`src/rtl/qspi_rx_shift_reg_pkg.sv`:
```
// rtl/qspi_rx_shift_reg_pkg.sv - shared types, default width and mode decode for the QSPI receive path
package qspi_pkg;

    localparam int DEFAULT_DATA_W = 32;

    typedef enum logic [0:0] {RX_IDLE, RX_SHIFT} rx_state_t;
    typedef enum logic [1:0] {IO_1, IO_2, IO_4} io_mode_t;

    // Widest requested mode wins; with nothing requested the bus falls back to single line.
    function automatic io_mode_t decode_mode(input logic u1, input logic u2, input logic u4);
        if (u4) begin
            return IO_4;
        end else if (u2) begin
            return IO_2;
        end else begin
            return IO_1;
        end
    endfunction

endpackage

```
`src/rtl/qspi_rx_shift_reg_if.sv`:
```
// rtl/qspi_rx_shift_reg_if.sv - received-word valid/ready channel toward the RX FIFO
interface qspi_rx_shift_reg_if #(parameter int DATA_W = qspi_pkg::DEFAULT_DATA_W);
    logic [DATA_W-1:0] rx_data;
    logic              rx_valid;
    logic              rx_ready;

    modport master (output rx_data, output rx_valid, input rx_ready);
    modport slave  (input rx_data, input rx_valid, output rx_ready);
endinterface

```
`src/rtl/qspi_rx_shift_reg_out_stage.sv`:
```
// rtl/qspi_rx_shift_reg_out_stage.sv - output word register with valid/ready hold and sticky overrun
module qspi_rx_out_stage #(
    parameter int DATA_W = qspi_pkg::DEFAULT_DATA_W
) (
    input  logic              clk,
    input  logic              rst,
    input  logic              clr_overrun,
    input  logic              cap,
    input  logic [DATA_W-1:0] cap_word,
    qspi_rx_shift_reg_if.master rx_if,
    output logic              overrun
);

    always_ff @(posedge clk) begin
        if (rst) begin
            rx_if.rx_data  <= '0;
            rx_if.rx_valid <= 1'b0;
            overrun        <= 1'b0;
        end else begin
            if (clr_overrun) begin
                overrun <= 1'b0;
            end
            // A fresh word may replace the held one only if the holder is empty or draining now.
            if (cap) begin
                if (!rx_if.rx_valid || rx_if.rx_ready) begin
                    rx_if.rx_data  <= cap_word;
                    rx_if.rx_valid <= 1'b1;
                end else begin
                    overrun <= 1'b1;
                end
            end else if (rx_if.rx_valid && rx_if.rx_ready) begin
                rx_if.rx_valid <= 1'b0;
            end
        end
    end

endmodule

```
`src/rtl/qspi_rx_shift_reg.sv`:
```
// rtl/qspi_rx_shift_reg.sv - QSPI 1/2/4-line receive shifter; QSPI_RX_BYTE_SWAP_EN adds byte_swap_in
module qspi_rx_shift_reg
    import qspi_pkg::*;
#(
    parameter int DATA_W = DEFAULT_DATA_W,
    parameter int CNT_W  = 8
) (
    input  logic             clk,
    input  logic             rst,
    input  logic             start,
    input  logic [CNT_W-1:0] num_words,
    input  logic             sample_en,
    input  logic             use_1_io_lines_in,
    input  logic             use_2_io_lines_in,
    input  logic             use_4_io_lines_in,
    input  logic [3:0]       qspi_io_in,
`ifdef QSPI_RX_BYTE_SWAP_EN
    input  logic             byte_swap_in,
`endif
    qspi_rx_shift_reg_if.master rx_if,
    output logic             busy,
    output logic             done,
    output logic             overrun
);

    localparam int BW = $clog2(DATA_W) + 1;

    rx_state_t         state;
    io_mode_t          mode_q;
    logic [DATA_W-2:0] sr;
    logic [BW-1:0]     bit_cnt;
    logic [CNT_W-1:0]  word_cnt;

    logic [DATA_W-1:0] sr_next;
    logic [DATA_W-1:0] cap_word;
    logic [BW-1:0]     step;
    logic [BW-1:0]     bit_next;
    logic              cap;
    logic              start_ok;

    // sr never needs its top bit: the completing sample lands straight in sr_next.
    always_comb begin
        step    = BW'(1);
        sr_next = {sr, qspi_io_in[1]};
        unique case (mode_q)
            IO_4: begin
                step    = BW'(4);
                sr_next = {sr[DATA_W-5:0], qspi_io_in};
            end
            IO_2: begin
                step    = BW'(2);
                sr_next = {sr[DATA_W-3:0], qspi_io_in[1:0]};
            end
            default: begin
                step    = BW'(1);
                sr_next = {sr, qspi_io_in[1]};
            end
        endcase
    end

    assign bit_next = bit_cnt + step;
    assign cap      = (state == RX_SHIFT) && sample_en && (bit_next == BW'(DATA_W));
    assign start_ok = (state == RX_IDLE) && start;
    assign busy     = (state == RX_SHIFT);

`ifdef QSPI_RX_BYTE_SWAP_EN
    logic swap_q;

    always_comb begin
        cap_word = sr_next;
        if (swap_q) begin
            for (int b = 0; b < DATA_W / 8; b++) begin
                cap_word[b*8 +: 8] = sr_next[DATA_W - 8 - b*8 +: 8];
            end
        end
    end

    always_ff @(posedge clk) begin
        if (rst) begin
            swap_q <= 1'b0;
        end else if (start_ok) begin
            swap_q <= byte_swap_in;
        end
    end
`else
    assign cap_word = sr_next;
`endif

    always_ff @(posedge clk) begin
        if (rst) begin
            state    <= RX_IDLE;
            mode_q   <= IO_1;
            sr       <= '0;
            bit_cnt  <= '0;
            word_cnt <= '0;
            done     <= 1'b0;
        end else begin
            done <= 1'b0;
            unique case (state)
                RX_IDLE: begin
                    if (start) begin
                        state    <= RX_SHIFT;
                        mode_q   <= decode_mode(use_1_io_lines_in, use_2_io_lines_in, use_4_io_lines_in);
                        word_cnt <= (num_words == '0) ? CNT_W'(1) : num_words;
                        bit_cnt  <= '0;
                        sr       <= '0;
                    end
                end
                RX_SHIFT: begin
                    if (sample_en) begin
                        sr <= sr_next[DATA_W-2:0];
                        if (cap) begin
                            bit_cnt  <= '0;
                            word_cnt <= word_cnt - CNT_W'(1);
                            if (word_cnt == CNT_W'(1)) begin
                                state <= RX_IDLE;
                                done  <= 1'b1;
                            end
                        end else begin
                            bit_cnt <= bit_next;
                        end
                    end
                end
                default: state <= RX_IDLE;
            endcase
        end
    end

    qspi_rx_out_stage #(.DATA_W(DATA_W)) u_out_stage (
        .clk         (clk),
        .rst         (rst),
        .clr_overrun (start_ok),
        .cap         (cap),
        .cap_word    (cap_word),
        .rx_if       (rx_if),
        .overrun     (overrun)
    );

endmodule
```
`src/flat_wrapper.sv`:
```
// flat-port wrapper written by rule: the top's interface ports become plain ports
module qspi_rx_shift_reg_flat import qspi_pkg::*;
#(
    parameter int DATA_W = DEFAULT_DATA_W,
    parameter int CNT_W  = 8
)
  (clk, rst, start, num_words, sample_en, use_1_io_lines_in, use_2_io_lines_in, use_4_io_lines_in, qspi_io_in, busy, done, overrun, rx_if_rx_data, rx_if_rx_valid, rx_if_rx_ready);
  qspi_rx_shift_reg_if #(.DATA_W(DATA_W)) rx_if_i ();
  input  logic clk;
  input  logic rst;
  input  logic start;
  input  logic [CNT_W-1:0] num_words;
  input  logic sample_en;
  input  logic use_1_io_lines_in;
  input  logic use_2_io_lines_in;
  input  logic use_4_io_lines_in;
  input  logic [3:0] qspi_io_in;
  output logic busy;
  output logic done;
  output logic overrun;
  output wire logic [$bits(rx_if_i.rx_data)-1:0] rx_if_rx_data;
  output wire logic [$bits(rx_if_i.rx_valid)-1:0] rx_if_rx_valid;
  input wire logic [$bits(rx_if_i.rx_ready)-1:0] rx_if_rx_ready;
  assign rx_if_rx_data = rx_if_i.rx_data;
  assign rx_if_rx_valid = rx_if_i.rx_valid;
  assign rx_if_i.rx_ready = rx_if_rx_ready;
  qspi_rx_shift_reg #(.DATA_W(DATA_W), .CNT_W(CNT_W)) u_core (.clk(clk), .rst(rst), .start(start), .num_words(num_words), .sample_en(sample_en), .use_1_io_lines_in(use_1_io_lines_in), .use_2_io_lines_in(use_2_io_lines_in), .use_4_io_lines_in(use_4_io_lines_in), .qspi_io_in(qspi_io_in), .rx_if(rx_if_i), .busy(busy), .done(done), .overrun(overrun));
endmodule
```
`config.mk`:
```
export PLATFORM = sky130hd
export DESIGN_NAME = qspi_rx_shift_reg_flat
export DESIGN_NICKNAME = d
export VERILOG_FILES = /design/src/rtl/qspi_rx_shift_reg_pkg.sv /design/src/rtl/qspi_rx_shift_reg_if.sv /design/src/rtl/qspi_rx_shift_reg_out_stage.sv /design/src/rtl/qspi_rx_shift_reg.sv /design/src/flat_wrapper.sv
export SDC_FILE = /design/constraint.sdc
export NUM_CORES = 1
export LEC_CHECK = 0
export CORE_MARGIN = 5
export CORE_UTILIZATION = 35
export DETAILED_ROUTE_END_ITERATION = 10
export MAX_ROUTING_LAYER = met4
export PLACE_DENSITY = 0.68
export SYNTH_ARGS = -nofsm -noshare
export SYNTH_HDL_FRONTEND = slang
export SYNTH_SLANG_ARGS = --single-unit
```
`constraint.sdc`:
```
create_clock -name clk -period 2.44 [get_ports clk]
set_input_delay 0.488 -clock clk [delete_from_list [all_inputs] [get_ports clk]]
set_output_delay 0.488 -clock clk [all_outputs]
set_load 0.02 [all_outputs]
```
==> out/results.tsv <==
metric	value	unit
outcome	finished, violations left	
violations	negative setup slack	
area_growth	34.9	%
grt_pass1_vias	3817	
first_iter_violations	309	
maxCapViolCount	0	
synth_area_per_cell	8.56	um2
diodes	0	
path_cells	inv_1 -> ha_4 -> xor2_2 -> ha_4 -> a211oi_4 -> nor3_1 -> and4b_2 -> o2111ai_4 -> buf_12 -> buf_8 -> buf_12 -> mux2i_2 -> nor2_1	
avgViaCountPerCell	5.48	
post-route-min-period	2480	ps
grt_start_max_net_pins	65	
async_flop_share	0	%
fp.coreArea	12000	um2
initial_core_util	35.6	%
hold_violations	0	
slew_headroom	63.9	%
setup_viol	17	
clkLatencyLatePin	350	ps
endpoint_kind	register	
peakVddDrop	0.470	mV
synthAdderAreaFrac	2.64	%
synth_seq_cells	83	
path_buf_inv	4	
die_h	120	um
cts_hold_buf	0	
design_area	5760	um2
finalNonFillerCells	720	
finalPower	0.00319	W
overflow	0	
grt_usage	16.3	%
max_freq	403	MHz
clkSinkCount	83	
drive_above_1_share	17.3	%
syn-num-nets	528	
synth_cells	499	
fin_crit_sh	102	%
hold_class	register to register	
synth_compound_area_share	24.4	%
cts_buffer_depth	2	
antenna_found_initial	0	
worst_hold_slack	479	ps
io_buffer_count	54	
seq_area_frac_synth	38.9	%
avgRoutedWirePerCell	15.8	um
synth.cell_area	4270	um2
cts-root-buf	clkbuf_16	
cp_max_fo	5	
crit_family	buffers and inverters	
cts.clk_slew.worst_paths	60	ps
routed_wl	11.4	mm
die_area	14500	um2
nNetsFinal	598	
synthSimpleGateAreaFrac	19.2	%
cp_data_required_time	2670	ps
cp-start-kind	register	
worst_pin_slew	541	ps
crit_slowest_cell	dfxtp_4	
fin_ws	-42.4	ps
postPlaceCellArea	5020	um2
maxSlewViolCount	0	
rows	40	
ios	56	
yosys_warnings	0	
drtPass1Iterations	5	
vias	3944	
pwr_density_cell	553	nW/um2
p_leak	2.16	nW
rsz0062_at_grt	yes	
synth_xor_area_share	1.64	%
critPathArrivalTime	2710	ps
dp_hpwl	7.06	mm
num-fill-cells	1105	
crit_type	register to register	
die_w	120	um
muxShareOfSynthArea	7.73	%
skew	9.51	ps
drc_errors	0	
synthFlopType	dfxtp_1	
drtAntennaViolNets	0	
place_inst	685	
slowest_delay	370	ps
grt_first_pass_wirelength	18.8	mm
ys_types	54	
cts_tree	yes	
synth_edf_count	0	
htreeDepth	3	
cts_buffers	9	
place_congestion	0.849	
synth_top_family_by_area	compound AO/OA/AOI/OAI gates	
==> routing by layer <==
layer  share of wire [%]  vias to the layer above  global-route usage, %
li1                    -                     1944                      -
met5                   0                        -                      -
met2                  50                      100                   26.3
met3                 4.1                       18                   3.88
met4                 1.8                        0                   7.08
met1                  45                     1882                   19.5
==> worst register-to-register path, cell delays in order (launching register included) <==
cell and delay [ps]:
dfxtp_4 370, inv_1 90, ha_4 180, xor2_2 150
ha_4 180, a211oi_4 190, nor3_1 70, and4b_2 350
o2111ai_4 130, buf_12 170, buf_8 120, buf_12 130
mux2i_2 170, nor2_1 60
==> cell usage after synthesis (3+ instances only) <==
master	number	area (um2)
a22oi_1	63	473
nor3_1	7	35.0
ha_1	9	113
nand2_1	43	161
buf_8	3	45.0
nand3b_1	8	60.1
nor2_1	84	315
nand3_1	4	20.0
dfxtp_1	83	1660
xnor2_1	6	52.6
a211o_1	5	43.8
o2bb2ai_1	4	35.0
nor3b_1	5	37.5
inv_1	7	26.3
clkbuf_1	32	120
a211oi_1	5	37.5
o21ai_0	20	100
mux2i_1	33	330
a21oi_1	14	70.1
o21ai_1	22	110
==> sequential cells by signal, summed over array words and instances, names as in the netlist <==
| name | cells |
|---|---|
| u_core.u_out_stage.rx_if.rx_data | 32 |
| u_core.sr | 31 |
| u_core.word_cnt | 8 |
| u_core.bit_cnt | 6 |
| u_core.mode_q | 2 |
| u_core.busy | 1 |
| u_core.done | 1 |
| u_core.u_out_stage.overrun | 1 |
| u_core.u_out_stage.rx_if.rx_valid | 1 |
==> logic make-up after synthesis <==
family                     after synthesis
AOI/OAI and AO/OA                      147
xor gates and xnor gates                 8
adders and majority gates                9
buffers and inverters                   48
DFF                                     83
muxes                                   33
and+or+nand+nor                        171
==> repair_timing <==
item | 4_1_cts | 5_1_grt
gates resized for setup | 25 | 21
buffers inserted | 12 | 6
pin swaps | 9 | 19
setup endpoints to repair | 42 | 38
gates cloned | 4 | 1
hold endpoints to repair | 0 | 0
==> layout make-up <==
cell class	instances	area [um2]	area share [%]
multi-input combinational	369	2570	44.5
inverter	7	26.3	0.456
sequential	83	1670	28.9
clock inverter	5	62.6	1.09
clock buffer	10	239	4.15
timing repair buffer	99	1020	17.7
tap	147	184	3.19
==> stage by stage <==
step | util [%] | setup WS, ps | TNS [ps]
global route | 48.0 | -171 | -3260
finish | 48.0 | -42.4 | -284
CTS | 47.1 | -47.5 | -726
global placement | 41.8 | -77.3 | -174
detailed placement | 41.8 | -138 | -1070
floorplan | - | 11.8 | 0
==> final timing paths <==
kind	start	end	slack [ps]	cells past startpoint
max reg2reg	u_core.mode_q[1]	u_core.u_out_stage.rx_if.rx_data[5]	-40	13
min	u_core.bit_cnt[5]	u_core.bit_cnt[5]	480	2
min reg2reg	u_core.bit_cnt[5]	u_core.bit_cnt[5]	480	2
max	u_core.mode_q[1]	u_core.u_out_stage.rx_if.rx_data[5]	-40	13
==> where the power goes <==
part	internal, W	switching, W	total, W
logic	0.000176	0.000216	0.000392
clock network	0.000820	0.000558	0.00138
registers	0.00138	0.0000388	0.00142
total	0.00238	0.000812	0.00319
==> placed cells by master (no fill, tap or decap), types with 5 or more instances in the layout <==
cell type / synthesis / final
clkbuf_16: 0 / 10
ha_4: 0 / 6
buf_4: 2 / 31
o21ai_0: 20 / 19
a211o_1: 5 / 5
dfxtp_1: 83 / 81
nand3b_1: 8 / 8
nor2_1: 84 / 83
buf_12: 0 / 5
nand2_1: 43 / 43
a22oi_1: 63 / 63
nor3_1: 7 / 7
xnor2_1: 6 / 6
clkdlybuf4s50_1: 0 / 53
nor3b_1: 5 / 5
mux2i_1: 33 / 30
buf_6: 2 / 5
inv_1: 7 / 5
a21oi_1: 14 / 12
o21ai_1: 22 / 21
No activity file was read; power rests on OpenSTA's default activity.
